### src/rtl/cam_rgb_capture_pkg.sv
// Shared types and RGB565 field positions for the camera capture path.
// Downstream blocks use the slice constants/helpers to split PIXEL into colour fields.
package cam_rgb_capture_pkg;

    typedef enum logic [1:0] {
        WAIT_FRAME = 2'd0,
        IDLE       = 2'd1,
        HI_BYTE    = 2'd2,
        LO_BYTE    = 2'd3
    } cam_state_t;

    localparam int RGB565_R_MSB = 15;
    localparam int RGB565_R_LSB = 11;
    localparam int RGB565_G_MSB = 10;
    localparam int RGB565_G_LSB = 5;
    localparam int RGB565_B_MSB = 4;
    localparam int RGB565_B_LSB = 0;

    function automatic logic [4:0] rgb565_red(input logic [15:0] pix);
        return pix[RGB565_R_MSB:RGB565_R_LSB];
    endfunction

    function automatic logic [5:0] rgb565_green(input logic [15:0] pix);
        return pix[RGB565_G_MSB:RGB565_G_LSB];
    endfunction

    function automatic logic [4:0] rgb565_blue(input logic [15:0] pix);
        return pix[RGB565_B_MSB:RGB565_B_LSB];
    endfunction

endpackage

### src/rtl/cam_rgb_capture_sync_edge.sv
// Falling-edge detection for the camera HREF/VSYNC strobes.
// The previous level is registered; the current pin level completes the edge.
module cam_sync_edge (
    input  logic clk,
    input  logic rst,
    input  logic href,
    input  logic vsync,
    output logic href_fall,
    output logic vsync_fall
);

    logic href_q;
    logic vsync_q;

    always_ff @(posedge clk) begin
        if (rst) begin
            href_q  <= 1'b0;
            vsync_q <= 1'b0;
        end else begin
            href_q  <= href;
            vsync_q <= vsync;
        end
    end

    assign href_fall  = href_q & ~href;
    assign vsync_fall = vsync_q & ~vsync;

endmodule

### src/rtl/cam_rgb_capture.sv
// Pairs camera bytes into RGB565 pixels with a valid strobe, half-rate clock
// and column/row coordinates for the frame-buffer writer.
module cam_rgb_capture
    import cam_rgb_capture_pkg::*;
#(
    parameter int IMG_W = 640,
    parameter int IMG_H = 480
) (
    input  logic                       i_pclk,
    input  logic                       i_rst,
    input  logic [7:0]                 CAM_RGB,
    input  logic                       HREF,
    input  logic                       VSYNC,
    output logic [15:0]                PIXEL,
    output logic                       o_pclk,
    output logic                       en,
    output logic [$clog2(IMG_W)-1:0]   o_col,
    output logic [$clog2(IMG_H)-1:0]   o_row,
    output logic                       o_sof
);

    localparam int COL_W = $clog2(IMG_W);
    localparam int ROW_W = $clog2(IMG_H);
    localparam logic [COL_W-1:0] COL_MAX = COL_W'(IMG_W - 1);
    localparam logic [ROW_W-1:0] ROW_MAX = ROW_W'(IMG_H - 1);

    cam_state_t state;
    cam_state_t state_next;

    logic       href_fall;
    logic       vsync_fall;
    logic       frame_clr;
    logic       cap_hi;
    logic       cap_lo;
    logic       line_end;
    logic [7:0] hi_byte;
    logic       line_has_pix;

    cam_sync_edge u_sync_edge (
        .clk        (i_pclk),
        .rst        (i_rst),
        .href       (HREF),
        .vsync      (VSYNC),
        .href_fall  (href_fall),
        .vsync_fall (vsync_fall)
    );

    always_ff @(posedge i_pclk) begin
        if (i_rst) begin
            state <= WAIT_FRAME;
        end else begin
            state <= state_next;
        end
    end

    // VSYNC overrides everything once a frame has been seen; it re-arms the byte phase.
    always_comb begin
        state_next = state;
        case (state)
            WAIT_FRAME: if (vsync_fall) state_next = IDLE;
            IDLE: begin
                if (VSYNC)     state_next = HI_BYTE;
                else if (HREF) state_next = LO_BYTE;
            end
            HI_BYTE: begin
                if (VSYNC)     state_next = HI_BYTE;
                else if (HREF) state_next = LO_BYTE;
                else           state_next = IDLE;
            end
            LO_BYTE: state_next = HI_BYTE;
            default: state_next = WAIT_FRAME;
        endcase
    end

    always_comb begin
        frame_clr = 1'b0;
        cap_hi    = 1'b0;
        cap_lo    = 1'b0;
        line_end  = 1'b0;
        if (state != WAIT_FRAME) begin
            if (VSYNC) begin
                frame_clr = 1'b1;
            end else begin
                line_end = href_fall;
                cap_hi   = HREF && (state != LO_BYTE);
                cap_lo   = HREF && (state == LO_BYTE);
            end
        end
    end

    // o_col advances the cycle after en so it names the pixel while en is high.
    always_ff @(posedge i_pclk) begin
        if (i_rst) begin
            PIXEL        <= 16'h0000;
            en           <= 1'b0;
            o_pclk       <= 1'b0;
            o_sof        <= 1'b0;
            o_col        <= '0;
            o_row        <= '0;
            hi_byte      <= 8'h00;
            line_has_pix <= 1'b0;
        end else begin
            en    <= 1'b0;
            o_sof <= 1'b0;
            if (frame_clr) begin
                o_col        <= '0;
                o_row        <= '0;
                o_pclk       <= 1'b0;
                line_has_pix <= 1'b0;
            end else begin
                if (line_end) begin
                    o_col        <= '0;
                    line_has_pix <= 1'b0;
                    if (line_has_pix && (o_row != ROW_MAX)) begin
                        o_row <= o_row + ROW_W'(1);
                    end
                end else if (en && (o_col != COL_MAX)) begin
                    o_col <= o_col + COL_W'(1);
                end

                if (cap_hi) begin
                    hi_byte <= CAM_RGB;
                    o_pclk  <= 1'b1;
                end else if (cap_lo) begin
                    PIXEL        <= {hi_byte, CAM_RGB};
                    en           <= 1'b1;
                    o_pclk       <= 1'b0;
                    o_sof        <= (o_col == '0) && (o_row == '0);
                    line_has_pix <= 1'b1;
                end else begin
                    o_pclk <= 1'b0;
                end
            end
        end
    end

endmodule

### config.mk
export PLATFORM = sky130hd
export DESIGN_NAME = cam_rgb_capture
export DESIGN_NICKNAME = d
export VERILOG_FILES = /design/src/rtl/cam_rgb_capture_pkg.sv /design/src/rtl/cam_rgb_capture_sync_edge.sv /design/src/rtl/cam_rgb_capture.sv
export SDC_FILE = /design/constraint.sdc
export NUM_CORES = 1
export LEC_CHECK = 0
export CAP_MARGIN = 5
export CORE_AREA = 4 4 54 92
export CTS_CLUSTER_DIAMETER = 120
export DETAILED_ROUTE_END_ITERATION = 7
export DIE_AREA = 0 0 58 96
export PLACE_DENSITY = 0.81
export SYNTH_ARGS = -nofsm -noshare
export SYNTH_HDL_FRONTEND = slang
export SYNTH_SLANG_ARGS = --single-unit
export TNS_END_PERCENT = 5
### constraint.sdc
create_clock -name i_pclk -period 2.6 [get_ports i_pclk]
set_input_delay 0.52 -clock i_pclk [delete_from_list [all_inputs] [get_ports i_pclk]]
set_output_delay 0.52 -clock i_pclk [all_outputs]
set_load 0.005 [all_outputs]
Word-level counts from Yosys, hierarchy flattened:

Cells that the tools add are included.

* add/subtract/negate cells: 2
* equality and inequality tests: 8
* multiplexer cells: 19
* bitwise logic cells: 7
* reduce and logical (&&, ||, !) cells: 17

Operators with widths (count)
* 2-to-1 mux 1 bit: 13
* adder 10 x 1 -> 10 bit, second input constant: 1
* zero test 10 bit: 1
* 2-to-1 mux 2 bit: 5
* inequality test 10 bit, second input constant: 1
* adder 9 x 1 -> 9 bit, second input constant: 1
* zero test 9 bit: 1
* inequality test 9 bit, second input constant: 1
* case mux 2 bit (4 select lines): 1
* AND reduction 2 bit: 3
* OR reduction 3 bit: 2
* logical AND 1 bit: 5
* NOT 1 bit: 5
* equality test 2 bit, second input constant: 2
* OR reduction 4 bit: 1
* inequality test 3 bit, second input constant: 1
* AND reduction 3 bit: 1
* AND 1 bit: 2
* equality test 2 x 1 -> 1 bit, second input constant: 1
* zero test 2 bit: 1
* inequality test 2 x 1 -> 1 bit, second input constant: 1
* inequality test 2 bit, second input constant: 1
* nonzero test 2 bit: 1
* OR reduction 2 bit: 1

* flip-flop bits (word level): 51
* input bits: 12
* output and inout bits: 38
* logic and storage cells: 64

Depth between registers and ports, before layout:

* depth in word-level cells: 7
* gate-level depth with buffers: 6
* gate-level depth less buffers: 5

By module:

Synthesis repeated with hierarchy kept, for this count alone.

* cells, all modules: 244
* area, all modules: 2204.6 um^2

Modules (own cells, without submodules)
* cam_rgb_capture: instances 1, cells each 238, area an instance 2137.0 um^2
* cam_sync_edge: instances 1, cells each 6, area an instance 67.6 um^2

Least setup slack after synthesis:

No wires, ideal clock.

* path type: in2reg
* start: input HREF
* end: register o_row[3]
* library setup time: 0.070 ns
* arrival: 1.735 ns
* path slack: 0.795 ns
* cell stages on the path: 5
* buffers on the path: 1
* cell sequence: or2_4 > or2_1 > buf_6 > or4_1 > a21oi_1

* cells in the longest elaborated chain, start to end: 5

Ends and longest elaborated chain
* from (decl): RTL line cam_rgb_capture.sv:12 `input logic HREF,`
* NOT 1 bit: RTL line cam_rgb_capture_sync_edge.sv:25 `assign href_fall = href_q & ~href;`
* AND 1 bit: RTL line cam_rgb_capture_sync_edge.sv:25
* 2-to-1 mux 1 bit: RTL line cam_rgb_capture.sv:81 `if (VSYNC) begin`
* 2-to-1 mux 1 bit: RTL line cam_rgb_capture.sv:80 `if (state != WAIT_FRAME) begin`
* AND reduction 2 bit (no line)
* to (signal assigned): RTL line cam_rgb_capture.sv:115 `o_row <= o_row + ROW_W'(1);`
* to (decl): RTL line cam_rgb_capture.sv:18 `output logic [$clog2(IMG_H)-1:0] o_row,`

No other way between the ends.
A chain may end at the register's enable or synchronous reset.

Final worst setup path:

* start: input HREF
* end: register o_row[4]

The elaborated chain is that of the path after synthesis.

==> impl_metrics.env <==
export IMPL_grt_overflow=0
export IMPL_clkPwrFrac_pct=43.2
export IMPL_place_gp_congestion=0.827
export IMPL_core_um2=4190
export IMPL_portBuffers=49
export IMPL_reg2regPathDepth=5
export IMPL_synth_nets=266
export IMPL_cts_root_buf="clkbuf_8"
export IMPL_worst_hold_path_type="reg -> reg"
export IMPL_worst_ep_arrival_time_ns=2.28
export IMPL_fp_row_count=31
export IMPL_yosysTopAreaCell="dfxtp_1"
export IMPL_grt_pass1_wl_um=7860
export IMPL_p_sw_share_pct=19.8
export IMPL_power_uw=1500
export IMPL_syn2layout_area_growth_pct=31.7
export IMPL_ir_drop_uv=515
export IMPL_required_ns=2.83
export IMPL_power_internal_uw=1200
export IMPL_reg2reg_slack_ns=0.79
export IMPL_drc=0
export IMPL_fill_cells=355
export IMPL_grt_pass1_vias=1751
export IMPL_vias=1905
export IMPL_yosys_area_top_type_share_pct=47.6
export IMPL_dpl_cell_count=342
export IMPL_relSlewSlack_pct=51.6
export IMPL_die_area_um2=5570
export IMPL_reg2reg_from="o_row[1]"
export IMPL_cp_max_fo=9
export IMPL_grt_usage_pct=18.3
export IMPL_rr_endpoint="o_row[8]"
export IMPL_start_util_pct=51.2
export IMPL_yosys_warnings=0
export IMPL_cts_setup_buffers=0
export IMPL_antenna_found_initial=0
export IMPL_hold_viol=0
export IMPL_dp_hpwl_um=3520
export IMPL_drv_cap=0
export IMPL_numCtsBuffers=5
export IMPL_min_from="PIXEL[12]"
export IMPL_cts_tree="built"
export IMPL_leakage_uw=0.00101
export IMPL_holdPathEnd="PIXEL[12]"
export IMPL_diodes=0
export IMPL_syn_avg_cell_area_um2=8.58
export IMPL_nets=316
export IMPL_first_pass_iters=4
export IMPL_ios=50
export IMPL_status="completed"
export IMPL_synth_area_top_cells="dfxtp_1, nand2_1, a21oi_1"
export IMPL_synth_edf_count=0
export IMPL_skew_ns=0.00208
export IMPL_power_density_nw_per_um2=530
export IMPL_viasPerCell=5.44
export IMPL_rsz0062_at_grt="false"
export IMPL_async_flop_share_pct=0
export IMPL_critical_path_endpoint_type="register"
export IMPL_grt_start_max_net_pins=17
export IMPL_post_route_period_util_pct=78.7
export IMPL_cts_sinks=51
export IMPL_setup_violations=0
export IMPL_path_clk_slew_ns=0.09
export IMPL_wl_per_cell_um=13.6
export IMPL_critPathKind="in -> reg"
export IMPL_syn_inst=250
export IMPL_ant_nets=0
export IMPL_synthFlopType="dfxtp_1"
export IMPL_cts_resized=0
export IMPL_pwr_share_seq_pct=52.8
export IMPL_fin_setup_tns_ns=0
export IMPL_holdBufCountCts=0
export IMPL_whs_path_depth=2
export IMPL_synth_seq_cells=51
export IMPL_clk_latency_ns=0.30
export IMPL_combPwrFrac_pct=3.9
export IMPL_max_freq_mhz=489
export IMPL_startpoint_type="input pin"
export IMPL_chipHeight_um=96
export IMPL_yosysSeqAreaShare_pct=47.6
export IMPL_drt_iter0_markers=40
export IMPL_stdcell_count=350
export IMPL_final_layout_size_suffix_gt1_share_pct=5.65
export IMPL_clock_path_buffers=2
export IMPL_dieWidth_um=58
export IMPL_post_route_min_period_ns=2.05
export IMPL_netlist_area_um2=2140
export IMPL_switching_power_uw=297
export IMPL_cts_htree_levels=2
export IMPL_maxSlewViolCount=0
export IMPL_worst_slew_pin_slew_ns=0.724
export IMPL_synthDistinctLibCells=39
export IMPL_wl_um=4760
cell families after synthesis:
logic type               synth area share [%]
AND/OR/NAND/NOR                          24.0
flip-flops                               47.6
AO/OA/AOI/OAI                            12.6
buffers and inverters                    4.20
XOR/XNOR                                 4.08
multiplexers                             4.67
adder cells (fa/ha/maj)                  2.80
synth_stat cells (all sizes together), types with 2 or more instances:
| master | n |
|---|---|
| or2 | 3 |
| inv | 10 |
| or3 | 2 |
| xnor2 | 6 |
| o31ai | 3 |
| nor2 | 22 |
| and3 | 2 |
| a21o | 2 |
| ha | 4 |
| o21ai | 6 |
| clkbuf | 11 |
| nor4 | 7 |
| a41oi | 2 |
| or4 | 5 |
| nand3 | 10 |
| xor2 | 4 |
| a21oi | 25 |
| mux2i | 10 |
| dfxtp | 51 |
| nand4 | 5 |
| nand2b | 2 |
| nand2 | 41 |
| nor2b | 4 |
flip-flops by register name, summed over array words and instances, names as in the netlist, 2 cells and up:
signal,flops
o_row,9
state,2
o_col,10
PIXEL,16
hi_byte,8
layout make-up:
class / count / area (um^2) / share of cell area (%)
inverter: 10 / 37.5 / 1.33
sequential: 51 / 1020 / 36.1
timing repair buffer: 55 / 536 / 19.0
clock inverter: 3 / 67.6 / 2.39
clock buffer: 5 / 68.8 / 2.44
tap: 49 / 61.3 / 2.17
multi-input combinational: 177 / 1030 / 36.6
metal layers:
layer | track usage [%] | vias to the layer above | part of all wire [%]
li1 | - | 966 | -
met1 | 19.1 | 871 | 38
met2 | 33.4 | 62 | 54
met3 | 4.43 | 6 | 6.2
met4 | 8.70 | 0 | 1.7
met5 | 0 | - | 0
critical path, stage by stage:
cell and delay (ns):
clkdlybuf4s50_1 0.46, or2_4 0.29, or2_1 0.34, or4_1 0.52, a21oi_1 0.15
worst max path at each step:
stage	startpoint	to	slack, ns	depth (start not counted)
finish	HREF	o_row[4]	0.55	5
global route	HREF	o_row[4]	0.48	5
CTS	HREF	o_row[4]	0.57	5
detailed placement	HREF	o_row[3]	0.25	5
global placement	HREF	o_row[3]	0.30	5
floorplan	HREF	o_row[3]	0.80	5
power by group through the flow:
| stage | clock network [uW] | logic [uW] | registers (uW) |
|---|---|---|---|
| after detailed placement | 0 | 59.4 | 809 |
| after global routing | 697 | 64.8 | 792 |
| final | 647 | 58.8 | 791 |
| after floorplan | 0 | 29.4 | 808 |
| after global placement | 0 | 58.0 | 809 |
| after CTS | 661 | 59.6 | 791 |
layout by cell type, fill, tap and decap left out, types with 2 or more instances in the layout:
cell,count
a21oi_1,25
a21o_1,2
bufinv_16,2
mux2i_1,10
o31ai_1,3
nand2b_1,2
buf_4,6
or3_1,2
clkbuf_8,5
xor2_1,4
nor4_1,7
nor2_1,22
nor2b_1,4
nand3_1,10
xnor2_1,6
dfxtp_1,51
and3_1,2
nand2_1,41
clkdlybuf4s50_1,49
inv_1,10
ha_1,4
or4_1,4
o21ai_0,6
a41oi_1,2
nand4_1,5
stage by stage:
stage	util, %	cell area [um^2]	hold slack, ns	setup slack (ns)
global route	67.4	2830	0.481	0.481
detailed placement	64.2	2690	0.448	0.254
finish	67.4	2830	0.457	0.553
CTS	67.4	2830	0.459	0.572
floorplan	-	2140	0.432	0.795
global placement	64.2	2690	0.438	0.301
Power figures use the tool's default switching activity.
